## config.mk

```make
export PLATFORM = sky130hd
export DESIGN_NAME = hazard_ctrl
export DESIGN_NICKNAME = d
export VERILOG_FILES = /design/src/rtl/hazard_ctrl.sv
export SDC_FILE = /design/constraint.sdc
export NUM_CORES = 1
export LEC_CHECK = 0
export ABC_CLOCK_PERIOD_IN_PS = 6100
export BUFFER_PORTS_ARGS = -buffer_cell sky130_fd_sc_hd__buf_4
export CAP_MARGIN = 25
export CORE_MARGIN = 2
export CORE_UTILIZATION = 52
export DETAILED_ROUTE_END_ITERATION = 10
export PLACE_DENSITY_LB_ADDON = 0.05
export SYNTH_ARGS = -nofsm -noshare
export SYNTH_HDL_FRONTEND = slang
export SYNTH_SLANG_ARGS = --single-unit
```

## constraint.sdc

```tcl
create_clock -name clk -period 6.1 [get_ports clk]
set_input_delay 0.305 -clock clk [delete_from_list [all_inputs] [get_ports clk]]
set_output_delay 0.305 -clock clk [all_outputs]
set_load 0.005 [all_outputs]
```

## src/rtl/hazard_ctrl.sv

```systemverilog
// hazard_ctrl: stall, flush and operand-forward control for the 5-stage pipe.
// Optional feature: define HAZARD_FORWARD_EN to enable EX operand forwarding.
module hazard_ctrl (
  input  logic        clk,
  input  logic        rst,
  input  logic [4:0]  id_rs,
  input  logic [4:0]  id_rt,
  input  logic        id_use_rs,
  input  logic        id_use_rt,
  input  logic [4:0]  ex_rs,
  input  logic [4:0]  ex_rt,
  input  logic [4:0]  ex_rd,
  input  logic        ex_regw,
  input  logic        ex_memr,
  input  logic [4:0]  mem_rd,
  input  logic        mem_regw,
  input  logic [4:0]  wb_rd,
  input  logic        wb_regw,
  input  logic        br_taken,
  input  logic        mdu_start,
  input  logic        mdu_div,
  input  logic        id_hilo,
  output logic        pc_wr,
  output logic        if_id_wr,
  output logic        id_ex_wr,
  output logic        ex_mem_wr,
  output logic        mem_wb_wr,
  output logic        if_id_flush,
  output logic        id_ex_flush,
  output logic        ex_mem_flush,
  output logic [1:0]  fwd_a,
  output logic [1:0]  fwd_b,
  output logic [1:0]  state,
  output logic [31:0] stall_cycles
);

  typedef enum logic [1:0] {
    S_RUN   = 2'b00,
    S_STALL = 2'b01,
    S_FLUSH = 2'b10,
    S_MDU   = 2'b11
  } state_t;

  state_t      r_state;
  logic [3:0]  r_cnt;
  logic [31:0] r_stall_cnt;

  logic        w_ex_hit;
  logic        w_hz;
  logic        w_busy;
  logic        w_stall;
  logic [1:0]  w_fa;
  logic [1:0]  w_fb;
  logic [3:0]  w_cnt_nxt;

  // Register 0 is hard-wired zero, so it never matches.
  function automatic logic f_hit(
    input logic [4:0] d,
    input logic       w,
    input logic [4:0] s,
    input logic       u
  );
    return w && (d != 5'd0) && (d == s) && u;
  endfunction

  assign w_ex_hit = f_hit(ex_rd, ex_regw, id_rs, id_use_rs)
                  | f_hit(ex_rd, ex_regw, id_rt, id_use_rt);

`ifdef HAZARD_FORWARD_EN
  // EX/MEM is the younger result, so it wins over MEM/WB.
  function automatic logic [1:0] f_fwd(
    input logic [4:0] s,
    input logic       mw,
    input logic [4:0] md,
    input logic       ww,
    input logic [4:0] wd
  );
    logic [1:0] v;
    if (f_hit(md, mw, s, 1'b1))
      v = 2'b10;
    else if (f_hit(wd, ww, s, 1'b1))
      v = 2'b01;
    else
      v = 2'b00;
    return v;
  endfunction

  assign w_hz = ex_memr & w_ex_hit;
  assign w_fa = f_fwd(ex_rs, mem_regw, mem_rd, wb_regw, wb_rd);
  assign w_fb = f_fwd(ex_rt, mem_regw, mem_rd, wb_regw, wb_rd);
`else
  logic w_mem_hit;
  logic w_wb_hit;
  logic w_unused;

  // Without bypass every in-flight producer blocks the reader.
  assign w_mem_hit = f_hit(mem_rd, mem_regw, id_rs, id_use_rs)
                   | f_hit(mem_rd, mem_regw, id_rt, id_use_rt);
  assign w_wb_hit  = f_hit(wb_rd, wb_regw, id_rs, id_use_rs)
                   | f_hit(wb_rd, wb_regw, id_rt, id_use_rt);
  assign w_hz      = w_ex_hit | w_mem_hit | w_wb_hit;
  assign w_fa      = 2'b00;
  assign w_fb      = 2'b00;
  assign w_unused  = ^{ex_rs, ex_rt, ex_memr};
`endif

  assign w_busy  = (r_cnt != 4'd0);
  assign w_stall = ~br_taken & (w_hz | (w_busy & id_hilo));

  // Busy counter: a redirect cancels a start but not a running op.
  always_comb begin
    w_cnt_nxt = 4'd0;
    if (mdu_start && !br_taken)
      w_cnt_nxt = mdu_div ? 4'd15 : 4'd3;
    else if (w_busy)
      w_cnt_nxt = r_cnt - 4'd1;
  end

  // Per-cycle enables/flushes; redirect beats any stall.
  always_comb begin
    pc_wr        = 1'b1;
    if_id_wr     = 1'b1;
    id_ex_wr     = 1'b1;
    ex_mem_wr    = 1'b1;
    mem_wb_wr    = 1'b1;
    if_id_flush  = 1'b0;
    id_ex_flush  = 1'b0;
    ex_mem_flush = 1'b0;
    fwd_a        = 2'b00;
    fwd_b        = 2'b00;
    if (rst) begin
      fwd_a = w_fa;
      fwd_b = w_fb;
      if (br_taken) begin
        if_id_flush  = 1'b1;
        id_ex_flush  = 1'b1;
        ex_mem_flush = 1'b1;
      end else if (w_stall) begin
        pc_wr       = 1'b0;
        if_id_wr    = 1'b0;
        id_ex_flush = 1'b1;
      end
    end
  end

  // FSM: records what the pipe did this cycle, plus MDU busy time.
  always_ff @(posedge clk or negedge rst) begin
    if (!rst) begin
      r_state     <= S_RUN;
      r_cnt       <= 4'd0;
      r_stall_cnt <= 32'd0;
    end else begin
      r_cnt <= w_cnt_nxt;
      if (w_stall && (r_stall_cnt != 32'hFFFF_FFFF))
        r_stall_cnt <= r_stall_cnt + 32'd1;
      if (br_taken)
        r_state <= S_FLUSH;
      else if (mdu_start)
        r_state <= S_MDU;
      else if (w_hz)
        r_state <= S_STALL;
      else if (w_cnt_nxt != 4'd0)
        r_state <= S_MDU;
      else
        r_state <= S_RUN;
    end
  end

  assign state        = r_state;
  assign stall_cycles = r_stall_cnt;

endmodule

```

==> impl_metrics.tcl, run 1 <==
set metrics [dict create \
    rsz0062_at_grt "no" \
    worstSetupPathType "primary input to primary output" \
    layout_min_cycle_time_ps 2830 \
    ys_ff_latch 38 \
    ctsHoldBuffers 0 \
    synthArstFlopShare 1.00 \
    arrival_ps 2520 \
    clockPowerShare 0.282 \
    antenna_found_initial 0 \
    synth_top_family_by_area "simple AND/OR/NAND/NOR gates" \
    synth_edf_count 0 \
    clk_path_buf_depth 2 \
    fin_hold_ws_ps -20.0 \
    cts_root_buf "clkbuf_8" \
    synthSimpleGateAreaFrac 0.237 \
    drv_slew 0 \
    ant_nets 0 \
    layout_setup_ws_ps 3270 \
    setup_tns_ps 0 \
    pin_count 93 \
    drc_errors 0 \
    cts_resized 0 \
    leakage_nw 1.31 \
    worstMarginPinSlew_ps 806 \
    finClkSkew_ps 9.52 \
    pwr-share-comb 0.272 \
    grt_pass1_wl_um 8980 \
    grt_max_degree 42 \
    cts_tree "built" \
    start_util 0.534 \
    die_width_um 70.7 \
    synthToLayoutAreaGrowth_pct 28.3 \
    maxSlewHeadroom 0.462 \
    post-route-period-util 0.464 \
    dieArea_um2 4990 \
    avgViaCountPerCell 5.41 \
    maxCapViolations 0 \
    ys_seq_area_frac 0.411 \
    postCtsSetupRepairBufs 0 \
    wirelength_um 5360 \
    clock.fmax_ghz 0.354 \
    row_count 24 \
    cts_num_sinks 38 \
    num_antenna_cells 0 \
    h-tree-depth 2 \
    synthAdderAreaFrac 0.00541 \
    powerDensity_nw_per_um2 247 \
    post-place-ws_ps 3270 \
    startpoint_type "primary input" \
    yosysMostFrequentCell "xnor2_1" \
    synthMuxAreaShare 0.00487 \
    netlist_top_cells_area "dfrtp_1, xnor2_1, nand4_1" \
    setup_viol 0 \
    synth_xor_area_frac 0.231 \
    numPortBuffers 74 \
    synth_common_cells "xnor2_1, dfrtp_1, nand4_1" \
    wire_per_inst_um 14.4 \
    coreArea_um2 4320 \
    synth_top_area_frac 0.411 \
    p_sw_frac 0.312 \
    seq_power_share 0.446 \
    grt-ovfl-total 0 \
    gp_congestion 0.856 \
    internal_power_mw 0.503 \
    synth_top_area_cell "dfrtp_1" \
    p_switching_mw 0.229 \
    grtUsageTotal 0.221 \
    nNetsFinal 366 \
    synth_compound_area_frac 0.0514 \
    syn-cell-area_um2 2310 \
    drive_gt1_frac 0.270 \
    endpoint_kind "primary output" \
    status "complete, but fails checks" \
    path_clk_slew_ps 70 \
    hp-class "primary input to async pin" \
    yosysWarnings 0 \
    clk_latency_ps 280 \
    num_vias 2008 \
    grt_pass1_vias 1928 \
    drt_iter0_markers 139 \
    post-dp-hpwl_um 4100 \
    dr.pass1.iters 4 \
    syn_avg_cell_area_um2 9.43 \
    fp.dieH_um 70.7 \
    ys.flop_type "dfrtp_1" \
    ir_drop_uv 168 \
    netlist-cell-type-count 34 \
    violations "hold timing" \
    required_ps 5790 \
    hold_violations 21 \
    cp_max_fo 7 \
    cts_buffers 5 \
    syn_inst 245 \
]
[state kept, by name, summed over array words and instances (netlist names)]
| signal | flops |
|---|---|
| r_cnt | 4 |
| stall_cycles | 32 |
| state | 2 |
[final cells by class]
| type | instances | area, um2 |
|---|---|---|
| clock buffer | 7 | 76.3 |
| clock inverter | 1 | 30.0 |
| fill | 364 | 1360 |
| inverter | 10 | 37.5 |
| multi-input combinational | 189 | 1250 |
| sequential | 38 | 951 |
| tap | 52 | 65.1 |
| timing repair buffer | 74 | 556 |
[cell usage in the layout (no fill, tap or decap), drive strengths merged]
cell type and n:
buf 74, xnor2 56, dfrtp 38, nand4 25
nand2 24, nand3 14, inv 10, nor2 10
conb 7, nor3 7, clkbuf 7, nor4 5
xor2 5, o22ai 4, or4 4, and3 4
o21ai 3, o21a 3, and2 3, a31oi 2
or2 2, a21oi 2, nor4b 2, a222oi 1
or2b 1, o41ai 1, a21boi 1, and4b 1
mux2 1, ha 1, bufinv 1
[power by group through the flow]
stage               combinational (mW)  sequential [mW]  clock [mW]
global route                     0.219            0.334       0.219
CTS                              0.201            0.326       0.210
global placement                 0.195            0.328           0
floorplan                        0.112            0.323           0
detailed placement               0.200            0.330           0
finish                           0.199            0.326       0.207
[cells by family (layout without fill, tap and decap cells)]
| group | after synthesis | in the layout |
|---|---|---|
| muxes | 1 | 1 |
| adders and majority gates | 1 | 1 |
| xor gates and xnor gates | 61 | 61 |
| AOI/OAI and AO/OA | 17 | 17 |
| and+or+nand+nor | 102 | 102 |
| DFF | 38 | 38 |
| other | 2 | 7 |
| buffers and inverters | 23 | 92 |
[path summary, 6_finish.rpt]
kind / start / endpoint / slack [ps] / cells past startpoint
worst max-delay path: mem_rd[1] / id_ex_flush / 3270 / 7
worst min-delay path: rst / r_cnt[0] / -20 / 1
worst max register to register: stall_cycles[0] / stall_cycles[10] / 3450 / 8
worst min register to register: stall_cycles[29] / stall_cycles[29] / 500 / 1
max in group asynchronous: rst / stall_cycles[1] / 5760 / 1
min in group clk: br_taken / state[0] / 240 / 2
[metal layers]
layer,share of wire,global-route usage,up-vias
met1,0.45,0.300,950
met5,0,0,-
li1,-,-,990
met3,0.060,0.0370,4
met2,0.48,0.369,64
met4,0.0086,0.0650,0
[metrics by stage]
step                      cell area (um2)  hold slack [ps]  instances  total power, mW  utilization
after floorplan                      2330             9.41        250            0.435            -
after global placement               2860              304        363            0.522        0.661
after detailed placement             2860              308        363            0.530        0.661
after CTS                            2970             4.45        371            0.737        0.686
after global routing                 2970             28.9        371            0.773        0.686
final                                2970            -20.0        371            0.731        0.686
[critical path: stages]
cell	delay (ps)
buf_4	130
or4_1	540
o21a_1	180
a222oi_1	700
and2_1	380
a21boi_0	140
buf_4	150
Note: power is estimated with default switching activity, not from simulation.
==> run 2: changes to the inputs <==
--- a/config.mk
+++ b/config.mk
@@ -5,11 +5,11 @@
 export SDC_FILE = /design/constraint.sdc
 export NUM_CORES = 1
 export LEC_CHECK = 0
-export ABC_CLOCK_PERIOD_IN_PS = 6100
+export ABC_CLOCK_PERIOD_IN_PS = 2300
 export BUFFER_PORTS_ARGS = -buffer_cell sky130_fd_sc_hd__buf_4
 export CAP_MARGIN = 25
 export CORE_MARGIN = 2
-export CORE_UTILIZATION = 52
+export CORE_UTILIZATION = 44
 export DETAILED_ROUTE_END_ITERATION = 10
 export PLACE_DENSITY_LB_ADDON = 0.05
 export SYNTH_ARGS = -nofsm -noshare
==> constraint.sdc (replaced) <==
create_clock -name clk -period 2.3 [get_ports clk]
set_input_delay 0.115 -clock clk [delete_from_list [all_inputs] [get_ports clk]]
set_output_delay 0.115 -clock clk [all_outputs]
set_load 0.005 [all_outputs]
==> run 2 against run 1 <==
Global-route usage down 1.6 points. The run now ends clean. Worst setup slack worse by 3100 ps. Largest cell class unchanged. Sequential cell count unchanged. First-iteration DRC count down 50%. Power rose to 2.7 times the previous value. Register-to-register slack worse by 3300 ps. Largest power group unchanged. Sequential power rose to 2.5 times the previous value.
==> impl_metrics.tcl, run 2 (synthesized netlist as in run 1, its figures left out) <==
set metrics [dict create \
    r2r_slack_ps 190 \
    cts_root_buf "clkbuf_8" \
    ant_nets 0 \
    post-route-period-util 0.932 \
    layout_min_cycle_time_ps 2140 \
    dpl.cell_count 409 \
    grt_max_degree 42 \
    clock.fmax_ghz 0.467 \
    grt-busiest-layer "met2" \
    clk_latency_ps 290 \
    p_switching_mw 0.634 \
    row_count 26 \
    powerDensity_nw_per_um2 609 \
    final_common_cell "buf_4" \
    grtUsageTotal 0.205 \
    path_clk_slew_ps 70 \
    seq_power_share 0.420 \
    clk_path_buf_depth 2 \
    antenna_found_initial 0 \
    cts_buffers 5 \
    hp-class "primary input to flop" \
    hold_end "state[0]" \
    clockPowerShare 0.244 \
    dr.pass1.iters 6 \
    ir_drop_uv 304 \
    setup_viol 0 \
    num_antenna_cells 0 \
    wirelength_um 5680 \
    maxSlewHeadroom 0.661 \
    synthToLayoutAreaGrowth_pct 39.0 \
    rsz0062_at_grt "no" \
    stdcell_count 418 \
    total_power_mw 1.96 \
    arrival_ps 2030 \
    pin_count 93 \
    drt_iter0_markers 70 \
    wire_per_inst_um 13.6 \
    rr_startpoint "stall_cycles[0]" \
    drive_gt1_frac 0.336 \
    r2r_cells 7 \
    grt-ovfl-total 0 \
    coreArea_um2 5070 \
    reg2reg_to "stall_cycles[1]" \
    setup_tns_ps 0 \
    utilization 0.633 \
    use_met1 0.267 \
    grt_pass1_wl_um 9800 \
    p_sw_frac 0.324 \
    required_ps 2180 \
    hold_violations 0 \
    cts_tree "built" \
    drv_slew 0 \
    postCtsSetupRepairBufs 0 \
    worstSetupPathType "primary input to primary output" \
    worstMarginPinSlew_ps 509 \
    drc_errors 0 \
    min-delay-start "br_taken" \
    num_vias 2120 \
    maxCapViolations 0 \
    cp_max_fo 7 \
    leakage_nw 1.46 \
    final_cell_mix "buf_4, xnor2_1, dfrtp_1" \
    fp.dieH_um 76.5 \
    internal_power_mw 1.32 \
    start_util 0.455 \
    pwr-share-comb 0.336 \
    numPortBuffers 74 \
    post-dp-hpwl_um 4430 \
    dieArea_um2 5850 \
    nNetsFinal 395 \
    status "finished, final reports clean" \
    grt_use_met2 0.344 \
    die_width_um 76.5 \
    min_path_cells 2 \
    finClkSkew_ps 4.16 \
    grt_pass1_vias 2113 \
    gp_congestion 0.785 \
    cts_num_sinks 38 \
    largest_register_ffs 32 \
    endpoint_kind "primary output" \
    gr-usage-met3 0.0462 \
    h-tree-depth 2 \
    avgViaCountPerCell 5.07 \
    startpoint_type "primary input" \
]
[run 2: cell count changes in the layout (fill, tap and decap cells not counted), sizes merged]
cell | before | now
buf | 74 | 102
bufinv | 1 | 0
clkbuf | 7 | 6
clkinv | 0 | 1
clkinvlp | 0 | 1
dlygate4sd3 | 0 | 1
[run 2: repair_timing]
item | CTS | global route
setup endpoints to repair | 5 | 4
resized for setup | 1 | 2
pin swaps | 0 | 0
hold endpoints to repair | 38 | 0
hold buffers | 1 | 0
[run 2: stage by stage]
stage | worst slack, ps | hold slack (ps) | area (um2)
6_report | 158 | 38.4 | 3210
5_1_grt | 42.8 | 49.9 | 3210
4_1_cts | 63.8 | 37.0 | 3200
3_5_place_dp | -24.9 | 127 | 3090
3_3_place_gp | 3.49 | 119 | 3090
2_1_floorplan | 259 | -181 | 2330
[run 2: final cells by class]
| type | count | area (um2) |
|---|---|---|
| clock buffers | 6 | 82.6 |
| clock inverters | 2 | 12.5 |
| fillers | 486 | 1860 |
| inverters | 10 | 37.5 |
| multi-input cells | 189 | 1270 |
| flip-flops and latches | 38 | 951 |
| well taps | 70 | 87.6 |
| repair buffers | 103 | 776 |
[run 2: power by group through the flow]
| stage | logic [mW] | clock network, mW | registers (mW) |
|---|---|---|---|
| after floorplan | 0.297 | 0 | 0.858 |
| after global placement | 0.651 | 0 | 0.834 |
| after detailed placement | 0.658 | 0 | 0.833 |
| after CTS | 0.665 | 0.495 | 0.822 |
| after global routing | 0.728 | 0.516 | 0.839 |
| final | 0.657 | 0.479 | 0.822 |
[run 2: critical path, cell delays in order]
cell	delay (ps)
buf_4	120
or4_1	540
o21a_1	180
a222oi_1	330
buf_4	230
and2_2	240
a21boi_0	120
buf_4	150
[run 2: metal layers]
metal	up-vias	part of all wire
met5	-	0
met1	1006	0.46
met4	0	0.016
met3	7	0.047
met2	65	0.48
li1	1042	-
[run 2: worst max-delay path by stage]
| stage | cells after the start | slack (ps) | startpoint | end |
|---|---|---|---|---|
| 2_1_floorplan | 8 | 260 | mem_rd[1] | pc_wr |
| 3_3_place_gp | 6 | 3 | stall_cycles[24] | stall_cycles[1] |
| 3_5_place_dp | 8 | -20 | stall_cycles[0] | stall_cycles[18] |
| 4_1_cts | 8 | 60 | mem_rd[1] | id_ex_flush |
| 5_1_grt | 8 | 40 | stall_cycles[0] | stall_cycles[26] |
| 6_report | 8 | 160 | mem_rd[1] | id_ex_flush |
==> run 3: changes to the inputs <==
--- a/config.mk
+++ b/config.mk
@@ -5,11 +5,12 @@
 export SDC_FILE = /design/constraint.sdc
 export NUM_CORES = 1
 export LEC_CHECK = 0
+export ABC_AREA = 1
 export ABC_CLOCK_PERIOD_IN_PS = 2300
 export BUFFER_PORTS_ARGS = -buffer_cell sky130_fd_sc_hd__buf_4
 export CAP_MARGIN = 25
 export CORE_MARGIN = 2
-export CORE_UTILIZATION = 44
+export CORE_UTILIZATION = 47
 export DETAILED_ROUTE_END_ITERATION = 10
 export PLACE_DENSITY_LB_ADDON = 0.05
 export SYNTH_ARGS = -nofsm -noshare
==> run 3 against run 2 <==
Sequential share of layout area is 4.5 points lower. Largest power group unchanged. First-iteration DRC count up 120%. Clock power shrank 4.8%. Non-clock buffer count shrank 24. Combinational power is 18% lower. Worst hold slack improved by 13 ps. Core utilization is 4.0 points lower. Final cell count increased by 54%. Critical path type is now flop to flop. Power fell by 7.0%. Count of clock-buffer cells in the layout unchanged. Die area is 24% higher.
==> impl_metrics.tcl, run 3 <==
set metrics [dict create \
    status "finished, final reports clean" \
    min_path_cells 3 \
    drt_iter0_markers 154 \
    endpoint_kind "flop" \
    finClkSkew_ps 8.33 \
    cts_buffers 5 \
    synth_top_area_cell "dfrtp_1" \
    fp.dieH_um 85.3 \
    r2r_slack_ps 230 \
    num_antenna_cells 0 \
    rsz0062_at_grt "no" \
    r2r_cells 11 \
    avgViaCountPerCell 5.04 \
    drive_gt1_frac 0.173 \
    largest_register_ffs 32 \
    stdcell_area_um2 3790 \
    cts_root_buf "clkbuf_8" \
    hold_violations 0 \
    final_common_cell "nand2_1" \
    die_width_um 85.3 \
    ys_ff_latch 38 \
    ir_drop_uv 377 \
    nNetsFinal 617 \
    worstSetupPathType "flop to flop" \
    path_clk_slew_ps 80 \
    dr.pass1.iters 4 \
    ys.flop_type "dfrtp_1" \
    powerDensity_nw_per_um2 480 \
    grt_max_degree 42 \
    cp_max_fo 24 \
    pin_count 93 \
    post-dp-hpwl_um 6550 \
    fill_cells 677 \
    grt_pass1_wl_um 13500 \
    coreArea_um2 6390 \
    final_cell_mix "nand2_1, buf_4, nor2_1" \
    post-route-period-util 0.901 \
    ant_nets 0 \
    setup_viol 0 \
    required_ps 2480 \
    syn_avg_cell_area_um2 6.26 \
    arrival_ps 2250 \
    grt_pass1_vias 2892 \
    yosysMostFrequentCell "nand2_1" \
    grtUsageTotal 0.228 \
    startpoint_type "flop" \
    grt-ovfl-total 0 \
    cts_num_sinks 38 \
    maxCapViolations 0 \
    clk_latency_ps 290 \
    wire_per_inst_um 12.8 \
    synthToLayoutAreaGrowth_pct 22.1 \
    worstMarginPinSlew_ps 502 \
    synth_edf_count 0 \
    layout_min_cycle_time_ps 2070 \
    drv_slew 0 \
    ys_seq_area_frac 0.306 \
    wirelength_um 8290 \
    h-tree-depth 2 \
    utilization 0.593 \
    maxSlewHeadroom 0.666 \
    netlist-cell-type-count 30 \
    placed_cell_area_um2 3680 \
    setup_tns_ps 0 \
    row_count 29 \
    clk_path_buf_depth 2 \
    cts_tree "built" \
    postCtsSetupRepairBufs 0 \
    num_vias 3250 \
    numPortBuffers 74 \
    syn_inst 496 \
    clock.fmax_ghz 0.483 \
    synth_top_area_frac 0.306 \
    synth_common_cells "nand2_1, nor2_1, inv_1" \
    netlist_top_cells_area "dfrtp_1, nand2_1, xor2_1" \
    synthArstFlopShare 1.00 \
    yosysWarnings 0 \
    drc_errors 0 \
    start_util 0.486 \
    antenna_found_initial 0 \
    syn-cell-area_um2 3100 \
    hp-class "primary input to flop" \
    dieArea_um2 7270 \
    leakage_nw 2.09 \
    gp_congestion 0.905 \
]
-- run 3: cell families (layout without fill, tap and decap cells) --
family,count (synthesis),after routing,share of synthesized area
AOI/OAI and AO/OA,16,16,0.0258
xor gates and xnor gates,31,31,0.0875
adders and majority gates,1,1,0.00403
buffers and inverters,76,143,0.112
DFF,38,38,0.306
other,2,7,0.00242
and+or+nand+nor,332,332,0.462
-- run 3: layout make-up --
class | count | area [um2] | area share
multi-input combinational | 387 | 1830 | 0.483
sequential | 38 | 951 | 0.251
timing repair buffer | 79 | 611 | 0.161
inverter | 58 | 218 | 0.0574
tap | 77 | 96.3 | 0.0254
clock buffer | 6 | 82.6 | 0.0218
-- run 3: final timing paths --
check                                       from                to
worst max-delay path             stall_cycles[1]  stall_cycles[28]
worst min-delay path                   mdu_start          state[1]
worst max register to register   stall_cycles[1]  stall_cycles[28]
worst min register to register  stall_cycles[31]  stall_cycles[31]
max in group asynchronous                    rst  stall_cycles[26]
min in group asynchronous                    rst          r_cnt[1]
-- run 3: repair_timing --
item | CTS | global route
gates resized for setup | 0 | 1
setup endpoints to repair | 0 | 32
hold buffers | 2 | 0
endpoints found under the hold margin | 39 | 0
-- run 3: metrics by stage --
step / hold slack [ps] / worst slack [ps] / std cells / power (mW)
after floorplan: -181 / 623 / 501 / 1.14
after global placement: 120 / 237 / 637 / 1.35
after detailed placement: 123 / 185 / 637 / 1.37
after CTS: 47.4 / 152 / 645 / 1.84
after global routing: 69.5 / 19.1 / 645 / 1.95
final: 51.2 / 228 / 645 / 1.82
-- run 3: where the power goes --
| part | internal (mW) | total, mW | switching [mW] |
|---|---|---|---|
| combinational | 0.230 | 0.540 | 0.311 |
| clock | 0.231 | 0.456 | 0.224 |
| sequential | 0.738 | 0.824 | 0.0869 |
-- run 3: layer usage --
metal / vias up / global-route usage / share of wire
li1: 1672 / - / -
met1: 1475 / 0.317 / 0.47
met2: 97 / 0.378 / 0.46
met3: 6 / 0.0321 / 0.062
met4: 0 / 0.0476 / 0.0081
met5: - / 0 / 0
-- run 3: worst max-delay path, cell delays in order (launching register included) --
cell	delay, ps
dfrtp_1	450
ha_1	290
nand2_1	90
nor2_2	230
nand3_2	170
inv_2	70
nand4_1	80
nand2_1	90
inv_2	130
buf_12	190
nand3_1	100
nand2_1	60
